### src/rtl/spram_bist_pkg.sv
// Shared types and March C- element lookup for the single-port RAM BIST.
package spram_bist_pkg;

    typedef enum logic [1:0] {
        IDLE,
        RUN,
        DRAIN,
        DONE
    } state_e;

    localparam int unsigned ELEM_W = 3;

    localparam logic [ELEM_W-1:0] E0 = 3'd0;
    localparam logic [ELEM_W-1:0] E1 = 3'd1;
    localparam logic [ELEM_W-1:0] E2 = 3'd2;
    localparam logic [ELEM_W-1:0] E3 = 3'd3;
    localparam logic [ELEM_W-1:0] E4 = 3'd4;
    localparam logic [ELEM_W-1:0] E5 = 3'd5;

    // Elements E3/E4 walk the array downwards.
    function automatic logic elem_down(input logic [ELEM_W-1:0] e);
        return (e == E3) || (e == E4);
    endfunction

    // Expected read pattern is all ones for E2/E4, all zeros otherwise.
    function automatic logic elem_read_ones(input logic [ELEM_W-1:0] e);
        return (e == E2) || (e == E4);
    endfunction

    function automatic logic elem_write_ones(input logic [ELEM_W-1:0] e);
        return (e == E1) || (e == E3);
    endfunction

endpackage

### src/rtl/spram_march_bist_if.sv
// Control/status and RAM-side bus of the March BIST engine.
interface spram_march_bist_if
    import spram_bist_pkg::*;
#(
    parameter int unsigned ADDR_WIDTH = 8,
    parameter int unsigned DATA_WIDTH = 8
);
    logic                  start;
    logic                  busy;
    logic                  done;
    logic                  pass;
    logic [ADDR_WIDTH-1:0] fail_addr;
    logic [ELEM_W-1:0]     fail_elem;
    logic [DATA_WIDTH-1:0] fail_data;
    logic [DATA_WIDTH-1:0] ram_data;
    logic [ADDR_WIDTH-1:0] ram_addr;
    logic                  ram_we;
    logic [DATA_WIDTH-1:0] ram_q;

    modport master (
        input  start, ram_q,
        output busy, done, pass, fail_addr, fail_elem, fail_data,
        output ram_data, ram_addr, ram_we
    );

    modport slave (
        output start, ram_q,
        input  busy, done, pass, fail_addr, fail_elem, fail_data,
        input  ram_data, ram_addr, ram_we
    );
endinterface

### src/rtl/march_addr_gen.sv
// Up/down address counter for the March walk; saturates at the end of the range.
module march_addr_gen #(
    parameter int unsigned ADDR_WIDTH = 8,
    parameter int unsigned DEPTH      = 64
) (
    input  logic                  clk,
    input  logic                  rst,
    input  logic                  load,
    input  logic                  load_down,
    input  logic                  en,
    input  logic                  down,
    output logic [ADDR_WIDTH-1:0] addr,
    output logic                  last_c
);
    localparam logic [ADDR_WIDTH-1:0] LAST_ADDR = ADDR_WIDTH'(DEPTH - 1);

    logic [ADDR_WIDTH-1:0] addr_q, addr_d;

    assign last_c = down ? (addr_q == '0) : (addr_q == LAST_ADDR);
    assign addr   = addr_q;

    always_comb begin
        addr_d = addr_q;
        if (load) begin
            addr_d = load_down ? LAST_ADDR : '0;
        end else if (en && !last_c) begin
            addr_d = down ? (addr_q - ADDR_WIDTH'(1)) : (addr_q + ADDR_WIDTH'(1));
        end
    end

    always_ff @(posedge clk or posedge rst) begin
        if (rst) addr_q <= '0;
        else     addr_q <= addr_d;
    end
endmodule

### src/rtl/spram_march_bist.sv
// March C- BIST engine driving a single-port RAM; stops on the first mismatch.
module spram_march_bist
    import spram_bist_pkg::*;
#(
    parameter int unsigned ADDR_WIDTH = 8,
    parameter int unsigned DATA_WIDTH = 8,
    parameter int unsigned DEPTH      = 64
) (
    input  logic               clk,
    input  logic               rst,
    spram_march_bist_if.master bus
);
    state_e                state_q, state_d;
    logic [ELEM_W-1:0]     elem_q, elem_d, elem_nxt_c;
    logic                  phase_q, phase_d;
    logic                  cmp_valid_q, cmp_valid_d;
    logic [ADDR_WIDTH-1:0] cmp_addr_q, cmp_addr_d;
    logic [DATA_WIDTH-1:0] cmp_exp_q, cmp_exp_d;
    logic                  busy_q, busy_d, done_q, done_d, pass_q, pass_d;
    logic [ADDR_WIDTH-1:0] fail_addr_q, fail_addr_d;
    logic [ELEM_W-1:0]     fail_elem_q, fail_elem_d;
    logic [DATA_WIDTH-1:0] fail_data_q, fail_data_d;

    logic                  ag_load, ag_load_down, ag_en, ag_last;
    logic [ADDR_WIDTH-1:0] ag_addr;
    logic                  ram_we_c, mism_c, step_c;
    logic [ADDR_WIDTH-1:0] ram_addr_c;
    logic [DATA_WIDTH-1:0] ram_data_c;

    function automatic logic [DATA_WIDTH-1:0] pat(input logic ones);
        return {DATA_WIDTH{ones}};
    endfunction

    march_addr_gen #(.ADDR_WIDTH(ADDR_WIDTH), .DEPTH(DEPTH)) u_addr_gen (
        .clk       (clk),
        .rst       (rst),
        .load      (ag_load),
        .load_down (ag_load_down),
        .en        (ag_en),
        .down      (elem_down(elem_q)),
        .addr      (ag_addr),
        .last_c    (ag_last)
    );

    // RAM controls are combinational so a failing compare can suppress its own write.
    always_comb begin
        state_d      = state_q;
        elem_d       = elem_q;
        elem_nxt_c   = elem_q + ELEM_W'(1);
        phase_d      = phase_q;
        cmp_valid_d  = 1'b0;
        cmp_addr_d   = cmp_addr_q;
        cmp_exp_d    = cmp_exp_q;
        pass_d       = pass_q;
        fail_addr_d  = fail_addr_q;
        fail_elem_d  = fail_elem_q;
        fail_data_d  = fail_data_q;
        ag_load      = 1'b0;
        ag_load_down = 1'b0;
        ag_en        = 1'b0;
        ram_we_c     = 1'b0;
        ram_addr_c   = '0;
        ram_data_c   = '0;
        mism_c       = 1'b0;
        step_c       = 1'b0;

        unique case (state_q)
            IDLE: begin
                if (bus.start) begin
                    state_d     = RUN;
                    elem_d      = E0;
                    phase_d     = 1'b0;
                    pass_d      = 1'b0;
                    fail_addr_d = '0;
                    fail_elem_d = '0;
                    fail_data_d = '0;
                    ag_load     = 1'b1;
                end
            end
            RUN: begin
                ram_addr_c = ag_addr;
                if (elem_q == E0) begin
                    ram_we_c   = 1'b1;
                    ram_data_c = pat(elem_write_ones(E0));
                    step_c     = 1'b1;
                end else if (elem_q == E5) begin
                    // Read-only element: compare the previous read while issuing the next.
                    cmp_valid_d = 1'b1;
                    cmp_addr_d  = ag_addr;
                    cmp_exp_d   = pat(elem_read_ones(E5));
                    step_c      = 1'b1;
                    if (cmp_valid_q && (bus.ram_q != cmp_exp_q)) begin
                        mism_c      = 1'b1;
                        fail_addr_d = cmp_addr_q;
                    end
                end else if (!phase_q) begin
                    phase_d = 1'b1;
                end else begin
                    phase_d    = 1'b0;
                    ram_data_c = pat(elem_write_ones(elem_q));
                    if (bus.ram_q != pat(elem_read_ones(elem_q))) begin
                        mism_c      = 1'b1;
                        fail_addr_d = ag_addr;
                    end else begin
                        ram_we_c = 1'b1;
                        step_c   = 1'b1;
                    end
                end

                if (mism_c) begin
                    state_d     = DONE;
                    fail_elem_d = elem_q;
                    fail_data_d = bus.ram_q;
                end else if (step_c) begin
                    if (!ag_last) begin
                        ag_en = 1'b1;
                    end else if (elem_q == E5) begin
                        state_d = DRAIN;
                    end else begin
                        elem_d       = elem_nxt_c;
                        ag_load      = 1'b1;
                        ag_load_down = elem_down(elem_nxt_c);
                    end
                end
            end
            DRAIN: begin
                state_d = DONE;
                if (bus.ram_q != cmp_exp_q) begin
                    fail_addr_d = cmp_addr_q;
                    fail_elem_d = E5;
                    fail_data_d = bus.ram_q;
                end else begin
                    pass_d = 1'b1;
                end
            end
            DONE: begin
                state_d = IDLE;
            end
            default: begin
                state_d = IDLE;
            end
        endcase

        busy_d = (state_d == RUN) || (state_d == DRAIN);
        done_d = (state_d == DONE);
    end

    always_ff @(posedge clk or posedge rst) begin
        if (rst) begin
            state_q     <= IDLE;
            elem_q      <= '0;
            phase_q     <= 1'b0;
            cmp_valid_q <= 1'b0;
            cmp_addr_q  <= '0;
            cmp_exp_q   <= '0;
            busy_q      <= 1'b0;
            done_q      <= 1'b0;
            pass_q      <= 1'b0;
            fail_addr_q <= '0;
            fail_elem_q <= '0;
            fail_data_q <= '0;
        end else begin
            state_q     <= state_d;
            elem_q      <= elem_d;
            phase_q     <= phase_d;
            cmp_valid_q <= cmp_valid_d;
            cmp_addr_q  <= cmp_addr_d;
            cmp_exp_q   <= cmp_exp_d;
            busy_q      <= busy_d;
            done_q      <= done_d;
            pass_q      <= pass_d;
            fail_addr_q <= fail_addr_d;
            fail_elem_q <= fail_elem_d;
            fail_data_q <= fail_data_d;
        end
    end

    assign bus.busy      = busy_q;
    assign bus.done      = done_q;
    assign bus.pass      = pass_q;
    assign bus.fail_addr = fail_addr_q;
    assign bus.fail_elem = fail_elem_q;
    assign bus.fail_data = fail_data_q;
    assign bus.ram_we    = ram_we_c;
    assign bus.ram_addr  = ram_addr_c;
    assign bus.ram_data  = ram_data_c;
endmodule

### src/flat_wrapper.sv
// flat-port wrapper written by rule: the top's interface ports become plain ports
module spram_march_bist_flat import spram_bist_pkg::*;
#(
    parameter int unsigned ADDR_WIDTH = 8,
    parameter int unsigned DATA_WIDTH = 8,
    parameter int unsigned DEPTH      = 64
)
  (clk, rst, bus_start, bus_ram_q, bus_busy, bus_done, bus_pass, bus_fail_addr, bus_fail_elem, bus_fail_data, bus_ram_data, bus_ram_addr, bus_ram_we);
  spram_march_bist_if #(.ADDR_WIDTH(ADDR_WIDTH), .DATA_WIDTH(DATA_WIDTH)) bus_i ();
  input  logic clk;
  input  logic rst;
  input wire logic [$bits(bus_i.start)-1:0] bus_start;
  input wire logic [$bits(bus_i.ram_q)-1:0] bus_ram_q;
  output wire logic [$bits(bus_i.busy)-1:0] bus_busy;
  output wire logic [$bits(bus_i.done)-1:0] bus_done;
  output wire logic [$bits(bus_i.pass)-1:0] bus_pass;
  output wire logic [$bits(bus_i.fail_addr)-1:0] bus_fail_addr;
  output wire logic [$bits(bus_i.fail_elem)-1:0] bus_fail_elem;
  output wire logic [$bits(bus_i.fail_data)-1:0] bus_fail_data;
  output wire logic [$bits(bus_i.ram_data)-1:0] bus_ram_data;
  output wire logic [$bits(bus_i.ram_addr)-1:0] bus_ram_addr;
  output wire logic [$bits(bus_i.ram_we)-1:0] bus_ram_we;
  assign bus_i.start = bus_start;
  assign bus_i.ram_q = bus_ram_q;
  assign bus_busy = bus_i.busy;
  assign bus_done = bus_i.done;
  assign bus_pass = bus_i.pass;
  assign bus_fail_addr = bus_i.fail_addr;
  assign bus_fail_elem = bus_i.fail_elem;
  assign bus_fail_data = bus_i.fail_data;
  assign bus_ram_data = bus_i.ram_data;
  assign bus_ram_addr = bus_i.ram_addr;
  assign bus_ram_we = bus_i.ram_we;
  spram_march_bist #(.ADDR_WIDTH(ADDR_WIDTH), .DATA_WIDTH(DATA_WIDTH), .DEPTH(DEPTH)) u_core (.clk(clk), .rst(rst), .bus(bus_i));
endmodule
### config.mk
export PLATFORM = sky130hd
export DESIGN_NAME = spram_march_bist_flat
export DESIGN_NICKNAME = d
export VERILOG_FILES = /design/src/rtl/spram_bist_pkg.sv /design/src/rtl/spram_march_bist_if.sv /design/src/rtl/march_addr_gen.sv /design/src/rtl/spram_march_bist.sv /design/src/flat_wrapper.sv
export SDC_FILE = /design/constraint.sdc
export NUM_CORES = 1
export LEC_CHECK = 0
export ABC_AREA = 1
export BUFFER_PORTS_ARGS = -buffer_cell sky130_fd_sc_hd__buf_2
export CAP_MARGIN = 30
export CORE_UTILIZATION = 25
export CTS_CLUSTER_DIAMETER = 50
export CTS_CLUSTER_SIZE = 40
export DETAILED_ROUTE_END_ITERATION = 10
export PLACE_DENSITY_LB_ADDON = 0.12
export SLEW_MARGIN = 30
export SYNTH_ARGS = -nofsm -noshare
export SYNTH_HDL_FRONTEND = slang
export SYNTH_SLANG_ARGS = --single-unit
### constraint.sdc
create_clock -name clk -period 5.1 [get_ports clk]
set_input_delay 1.53 -clock clk [delete_from_list [all_inputs] [get_ports clk]]
set_output_delay 1.53 -clock clk [all_outputs]
set_load 0.05 [all_outputs]
==> out/qor.csv, run 1 <==
metric;value;unit
Yosys reg bits;45;
min cycle time layout;4.23;ns
Adder-Cell Fraction of Synth Area;7.56;%
Setup Viol. Count Final;0;
number of synthesized flops with an enable pin;0;
Max Cap Viol;0;
Yosys top cell by area;dfrtp_1;
grt total ovfl;0;
post-synthesis cell count;394;
RD Place Congestion;0.721;
Critical Path End Type;output port;
routed vias;2592;
slew margin rel.;49.9;%
WP data required;3.57;ns
Syn Nets;422;
pre-CTS setup slack;0.836;ns
H-tree levels;2;
Critical Path End;bus_ram_we;
Vias per Instance;4.48;
core region area;11400;um^2
Layout Cells excl Fill;579;
worst r2r dst;u_core.u_addr_gen.addr[5];
postcts setup bufs;0;
full die area;12100;um^2
type of the most critical hold path;register to register;
main flop type after synthesis;dfrtp_1;
sequential share of the synthesized area;38.6;%
syn_area_per_cell;7.40;um^2
Worst Max-Slew Pin Slew;0.748;ns
Peak VDD IR;0.000250;V
Placed Cells;571;
Root Buffer;clkbuf_16;
# rows;39;
post-route ant nets;0;
synth top area cells;dfrtp_1, nand2_1, ha_1, inv_1, o21ai_0;
outcome;completed;
Async SR Flop Fraction;100;%
Antenna diodes;0;
CTS sink cnt;45;
Ports;50;
Yosys warning count;0;
Layout area overhead;16.4;%
post_cts resized;0;
PortBufs;49;
period utilisation layout;83.0;%
hold buffer count at cts;0;
crit path DAT;2.70;ns
Die Y;110;um
Worst-Skew Late Latency;0.29;ns
Clock Tree Buf Depth;2;
P per Cell Area;683;nW/um^2
final slew viol count;0;
CP Class;input pin to output port;
share of the synthesized area in the top cell type;38.6;%
post-synthesis mux area share;0;%
TritonCTS Buffers;5;
gr usage total;13.1;%
clock-pin slew on the worst setup and hold paths;0.06;ns
Setup WS post-layout;0.867;ns
CP max FO;3;
initial antenna violation count;0;
Setup crit start kind;input pin;
Post-Synth Simple-Gate Area;27.7;%
compound-gate portion of the synthesized area;13.5;%
WHS;0.479;ns
pin count of the biggest net entering global routing;46;
drt wl/cell;12.8;um
main combinational cell family by area after synthesis;simple AND/OR/NAND/NOR gates;
r2r worst-path depth;16;
DP Wirelength;5550;um
Critical path origin;bus_ram_q[5];
Detailed Route Iter0 Violations;147;
die span in x;110;um
CTS tree;yes;
share of cells above drive strength 1;19.5;%
leakage;0.00189;uW
unrepaired setup endpoints after global routing;false;
Final TNS setup;0;ns
drt drc;0;
final hold violation count;0;
final WL;7430;um
synth unique cells;32;
synthesized cell area;2910;um^2
flop2flop setup slack;2.63;ns
fin nets;463;
XOR/XNOR Fraction of Synth Area;2.10;%
Initial Util;25.6;%
Setup Skew;0.00430;ns
vias in the first global route;2430;
first-pass GRT wire length;12200;um
RR Startpoint;u_core.elem_q[0];
total iterations of the first detailed-routing run;6;
Max Freq;236;MHz
-- sequential cells by signal (all words and copies together) (netlist names) --
register,flops
u_core.bus.fail_addr,8
u_core.bus.fail_data,8
u_core.cmp_addr_q,8
u_core.u_addr_gen.addr,8
u_core.bus.fail_elem,3
u_core.elem_q,3
u_core.state_q,2
u_core.bus.busy,1
u_core.bus.done,1
u_core.bus.pass,1
u_core.cmp_valid_q,1
u_core.phase_q,1
-- report_power, final --
group | internal [uW] | switching [uW]
clock network | 183 | 147
registers | 472 | 104
logic | 389 | 1020
-- per-layer routing --
layer,global-route usage (%),wire length [um],up-vias
met5,0,0,-
met4,4.57,106,0
met3,2.19,276,8
met2,22.0,3440,53
met1,16.9,3600,1191
li1,-,-,1340
-- worst max-delay path, cell delays in order --
cell     delay, ns
buf_2         0.12
inv_1         0.05
nand2_1       0.04
nor2_1        0.14
nand2_1       0.06
nand2_1       0.08
nand3_1       0.12
a21oi_1       0.24
buf_2         0.31
-- how the worst min path moves through the flow --
stage,cells past startpoint,endpoint,slack [ns],from
after CTS,2,u_core.bus.fail_elem[1],0.48,u_core.bus.fail_elem[1]
after floorplan,2,u_core.cmp_addr_q[0],0.49,u_core.cmp_addr_q[0]
after global placement,2,u_core.bus.fail_data[7],0.46,u_core.bus.fail_data[7]
after global routing,2,u_core.bus.fail_data[1],0.50,u_core.bus.fail_data[1]
after detailed placement,2,u_core.bus.fail_elem[1],0.46,u_core.bus.fail_elem[1]
final,2,u_core.bus.fail_elem[1],0.48,u_core.bus.fail_elem[1]
-- cells by family after synthesis --
family	Yosys count
simple gates	196
compound gates	63
buf+inv	66
xor+xnor	7
flops	45
fa+ha+maj	17
-- metrics by stage --
step	total power (uW)	area [um^2]	utilization [%]
2_1_floorplan	1730	2920	-
3_3_place_gp	2020	3240	28.5
3_5_place_dp	2020	3240	28.5
4_1_cts	2360	3390	29.8
5_1_grt	2560	3390	29.8
6_report	2320	3390	29.8
-- layout make-up --
cell class | instances | area [um^2]
sequential | 45 | 1130
inverter | 49 | 189
tap | 143 | 179
clock inverter | 3 | 21.3
timing repair buffer | 51 | 260
multi-input combinational | 283 | 1490
clock buffer | 5 | 125
fill | 1261 | 7980
-- cell usage after synthesis (2+ instances only) --
master and n:
dfrtp_1 45, o21ai_2 11, nor3_1 3, a21oi_1 8
nor2_1 23, nand2_2 3, inv_2 4, buf_4 8
o21ai_1 4, buf_6 3, inv_1 44, nand4_1 7
ha_1 16, o21ai_0 21, xor2_1 6, nand2_1 135
clkbuf_1 5, nand3_1 19, a31oi_1 2, nor2_2 2
o22ai_1 14
-- layout by cell type (no fill, tap or decap), types with 8 or more instances in the layout --
master,netlist,layout
a21oi_1,8,8
buf_2,1,49
dfrtp_1,45,45
ha_1,16,16
inv_1,44,43
nand2_1,135,135
nand3_1,19,19
nor2_1,23,23
o21ai_0,21,21
o21ai_2,11,11
o22ai_1,14,14
Power figures use the tool's default switching activity.
==> run 2, diff against run 1 <==
- ABC_AREA: 1 -> 0
- clock period: 5.1 -> 4 ns (I/O delays scaled with it)
==> run 2 against run 1 <==
  * Worst setup slack worse by 0.86 ns
  * Sequential power up 4.3%
  * Die area down 4.1%
  * Utilization up 1.2 points
  * Clock skew up 0.0020 ns
  * Via count down 11%
  * Register-to-register slack worse by 1.6 ns
  * Largest power group unchanged
  * Sequential cell count unchanged
  * Highest routed layer unchanged
  * Power down 23%
  * Hold slack worse by 0.00071 ns
==> out/qor.csv, run 2 <==
metric;value;unit
Yosys top cell by area;dfrtp_1;
Peak VDD IR;0.000249;V
Clock Tree Buf Depth;2;
Critical Path End Type;output port;
slew margin rel.;57.5;%
final slew viol count;0;
clock-pin slew on the worst setup and hold paths;0.09;ns
WHS;0.478;ns
sequential share of the synthesized area;40.3;%
min cycle time layout;4.00;ns
P per Cell Area;533;nW/um^2
final WL;7300;um
share of cells above drive strength 1;26.4;%
pin count of the biggest net entering global routing;46;
Top delay family on crit path;simple AND/OR/NAND/NOR gates;
leakage;0.00162;uW
worst r2r dst;u_core.u_addr_gen.addr[7];
post-synthesis cell count;303;
post-route ant nets;0;
total power;1790;uW
Setup WS post-layout;0.00333;ns
TritonCTS Buffers;5;
Yosys warning count;0;
Async SR Flop Fraction;100;%
Worst-Skew Late Latency;0.31;ns
CP max stage cell;or4b_4;
Layout Cells excl Fill;496;
critical path depth;5;
share of the synthesized area in the top cell type;40.3;%
Hold Path End;u_core.bus.fail_addr[5];
full die area;11600;um^2
routed vias;2318;
Layout area overhead;20.3;%
Syn Nets;331;
crit-path cells;buf_6 > or4_4 > or4b_4 > a31oi_4 > buf_6;
Die Y;108;um
period utilisation layout;99.9;%
flop2flop setup slack;1.03;ns
Yosys reg bits;45;
commonest non-fill, non-tap cells in the layout;nand2_1, buf_2, dfrtp_1;
Buf/Inv on CP;2;
Crit path top cell by count;buf_6;
main flop type after synthesis;dfrtp_1;
pre-CTS setup slack;-0.150;ns
Initial Util;25.8;%
Detailed Route Iter0 Violations;133;
Max Freq;250;MHz
initial antenna violation count;0;
first-pass GRT wire length;12000;um
final hold violation count;0;
hold path cells;2;
outcome;completed;
CTS tree;yes;
WP data required;2.80;ns
crit path DAT;2.80;ns
CP max stage delay;0.56;ns
Placed Cells;487;
DP Wirelength;5350;um
Antenna diodes;0;
RR Startpoint;u_core.elem_q[0];
syn_area_per_cell;9.22;um^2
number of synthesized flops with an enable pin;0;
H-tree levels;2;
Root Buffer;clkbuf_8;
CP max FO;2;
count leader, synth;nand2_1;
# rows;38;
total iterations of the first detailed-routing run;4;
unrepaired setup endpoints after global routing;true;
drt wl/cell;14.7;um
fin nets;383;
r2r worst-path depth;10;
vias in the first global route;2334;
type of the most critical hold path;register to register;
RD Place Congestion;0.701;
Vias per Instance;4.67;
synth top area cells;dfrtp_1, ha_1, nand2_1, o21ai_0, mux2i_1;
Setup Viol. Count Final;0;
drt drc;0;
Setup Skew;0.00632;ns
Setup crit start kind;input pin;
CTS sink cnt;45;
Worst Max-Slew Pin Slew;0.637;ns
synthesized cell area;2790;um^2
post-layout util;31.0;%
Max Cap Viol;0;
synth unique cells;51;
Hold Crit Start;u_core.bus.fail_addr[5];
die span in x;108;um
core region area;10800;um^2
top cells by instance count after synthesis;nand2_1, dfrtp_1, o21ai_0, nor2_1, ha_1;
grt total ovfl;0;
hold buffer count at cts;0;
PortBufs;49;
gr usage total;13.5;%
CP Class;input pin to output port;
most common library cell in the layout ignoring fill and taps;nand2_1;
Ports;50;
==> run 2: cell types whose count changed after synthesis, sizes merged, moves of 7 or more <==
cell   before  now
o22ai      14    0
mux2        0   11
nor2       25   17
nand2     138   47
nand3      20    6
mux2i       0   13
and2        0    8
a22o        0    7
inv        49   10
==> run 2: cell type report <==
type | instances | area (um^2)
Sequential cell | 45 | 1130
Inverter | 10 | 40.0
Multi-Input combinational cell | 228 | 1540
Fill cell | 1162 | 7480
Tap cell | 140 | 175
Clock buffer | 5 | 68.8
Clock inverter | 3 | 21.3
Timing Repair Buffer | 65 | 384
==> run 2: worst register-to-register path, cell delays in order, from the launching register on <==
cell and delay [ns]:
dfrtp_1 0.48, inv_1 0.11, ha_1 0.28, mux2_2 0.42, ha_1 0.33, a21oi_1 0.19, o211ai_1 0.15, o41a_1 0.34
xnor2_1 0.14, or3_1 0.31, a21oi_1 0.16
==> run 2: cells by family after synthesis <==
family                     Yosys count  share of synthesized area [%]
and+or+nand+nor                    110                           19.6
AOI/OAI and AO/OA                   70                           15.6
DFF                                 45                           40.3
buffers and inverters               30                           5.33
muxes                               24                           9.09
adders and majority gates           17                           7.89
xor gates and xnor gates             7                           2.20
==> run 2: repair_timing <==
item	in CTS	in global routing
buffers inserted	1	0
endpoints found under the setup margin	1	1
resized for setup	5	0
pin swaps	3	0
==> run 2: per-layer routing <==
metal,GRT usage [%],up-vias,wire length (um)
met3,2.97,6,324
met2,22.7,51,3430
met4,3.52,0,78
met1,17.5,1090,3470
met5,0,-,0
li1,-,1171,-
==> run 2: how the worst max path moves through the flow <==
stage	endpoint	slack (ns)	from
5_1_grt	bus_ram_we	-0.03	bus_ram_q[2]
6_report	bus_ram_we	0.003	bus_ram_q[2]
3_5_place_dp	bus_ram_we	-0.15	bus_ram_q[1]
3_3_place_gp	bus_ram_we	-0.16	bus_ram_q[1]
4_1_cts	bus_ram_we	-0.004	bus_ram_q[2]
2_1_floorplan	bus_ram_we	0.10	bus_ram_q[5]
==> run 2: where the power goes <==
group	leakage (uW)	internal, uW	switching (uW)	total (uW)
logic	0.000963	252	638	890
registers	0.000611	530	70.3	600
clock network	0.0000445	124	176	301
==> run 2: through the flow <==
step	TNS, ns	area (um^2)
after global routing	-0.0318	3360
final	0	3360
after global placement	-0.164	3240
after detailed placement	-0.150	3240
after floorplan	0	2810
after CTS	-0.00433	3360
==> run 3, diff against run 2 <==
- ABC_AREA: 0 -> 1
==> run 3 against run 2 <==
  * Routed wire length up 2.9%
  * Critical path depth up 4
  * Global-route usage down 0.56 points
  * Critical endpoint unchanged
  * Non-clock buffer count down 14
  * Fmax up 12%
==> out/qor.csv, run 3 (synthesized netlist as in run 1, its figures left out) <==
metric;value;unit
unrepaired setup endpoints after global routing;false;
CP max stage cell;buf_2;
TritonCTS Buffers;5;
# fillers;1277;
DP Wirelength;5650;um
Worst-Skew Late Latency;0.29;ns
Die Y;110;um
Worst Max-Slew Pin Slew;0.776;ns
hold buffer count at cts;0;
CP Class;input pin to output port;
Antenna diodes;0;
initial antenna violation count;0;
PortBufs;49;
Max Cap Viol;0;
post_cts resized;0;
gr usage total;13.0;%
period utilisation layout;89.3;%
crit-path cells;buf_2 > inv_1 > nand2_1 > nor2_1 > nand2_1 > nand2_1 > nand3_1 > a21oi_1 > buf_2;
total iterations of the first detailed-routing run;4;
grt total ovfl;0;
pin count of the biggest net entering global routing;46;
Max Freq;280;MHz
routed vias;2580;
outcome;completed;
Setup Skew;0.00804;ns
drt drc;0;
WP data required;2.80;ns
Clock Tree Buf Depth;2;
most common library cell in the layout ignoring fill and taps;nand2_1;
full die area;12100;um^2
Final TNS setup;0;ns
clock-pin slew on the worst setup and hold paths;0.06;ns
vias in the first global route;2319;
crit path DAT;2.37;ns
leakage;0.00191;uW
Top delay family on crit path;buffers and inverters;
Layout area overhead;18.3;%
multi-input logic area;1500;um^2
RD Place Congestion;0.776;
share of cells above drive strength 1;19.5;%
H-tree levels;2;
first-pass GRT wire length;11900;um
min cycle time layout;3.57;ns
die span in x;110;um
Register Area;1130;um^2
# rows;39;
P per Cell Area;900;nW/um^2
Peak VDD IR;0.000288;V
Initial Util;25.6;%
drt wl/cell;13.0;um
Vias per Instance;4.46;
postcts setup bufs;0;
Buf/Inv on CP;3;
Ports;50;
Setup crit start kind;input pin;
post-route ant nets;0;
final WL;7510;um
CP max stage delay;0.31;ns
WHS;0.477;ns
final hold violation count;0;
final slew viol count;0;
slew margin rel.;48.1;%
Crit path top cell by count;nand2_1;
Critical Path End Type;output port;
CP max FO;3;
CTS tree;yes;
fin nets;463;
core region area;11400;um^2
Setup Viol. Count Final;0;
Root Buffer;clkbuf_16;
Detailed Route Iter0 Violations;114;
type of the most critical hold path;register to register;
CTS sink cnt;45;
commonest non-fill, non-tap cells in the layout;nand2_1, buf_2, dfrtp_1;
[run 3: cell count changes in the layout (fill, tap and decap cells not counted), sizes merged, moves of 7 or more]
cell | before | now
a22o | 7 | 0
and2 | 8 | 0
buf | 65 | 51
inv | 11 | 50
mux2 | 11 | 0
mux2i | 13 | 0
nand2 | 47 | 138
nand3 | 6 | 20
nor2 | 17 | 25
o22ai | 0 | 14
[run 3: layout make-up]
| cell class | instances | share of cell area [%] |
|---|---|---|
| Timing Repair Buffer | 51 | 7.55 |
| Sequential cell | 45 | 32.7 |
| Tap cell | 143 | 5.19 |
| Clock buffer | 5 | 3.63 |
| Multi-Input combinational cell | 283 | 43.5 |
| Inverter | 49 | 5.48 |
| Clock inverter | 3 | 2.00 |
[run 3: where the power goes]
group	internal, uW	switching [uW]
Clock	360	189
Sequential	601	138
Combinational	501	1310
Total	1460	1640
[run 3: worst paths after layout]
check                      slack, ns  cells past startpoint                       to                    start
min                             0.48                      2  u_core.bus.fail_data[2]  u_core.bus.fail_data[2]
min in group asynchronous       0.98                      2  u_core.bus.fail_addr[3]                      rst
max in group asynchronous       2.63                      2  u_core.bus.fail_elem[1]                      rst
max                             0.43                      9               bus_ram_we             bus_ram_q[4]
min reg2reg                     0.48                      2  u_core.bus.fail_data[2]  u_core.bus.fail_data[2]
max reg2reg                     1.49                      8         u_core.elem_q[2]        u_core.state_q[1]
[run 3: worst min-delay path, delay by kind of cell (launching register included)]
| kind | cells | cell delay (ns) |
|---|---|---|
| simple gates | 1 | 0.06 |
| compound gates | 1 | 0.05 |
| flops | 1 | 0.34 |
[run 3: routing by layer]
layer	wire length (um)	up-vias	global-route usage, %
met5	0	-	0
met4	91	0	4.00
met3	281	6	2.25
met2	3460	41	21.4
met1	3680	1190	17.2
li1	-	1343	-
[run 3: per-stage QoR]
step	util (%)	cells	setup WS [ns]	cell area (um^2)	power [uW]
global placement	28.6	571	0.419	3250	2590
CTS	30.3	579	0.393	3450	3150
floorplan	-	394	0.391	2930	2210
detailed placement	28.6	571	0.401	3250	2580
finish	30.3	579	0.427	3450	3100
global route	30.3	579	0.304	3450	3380
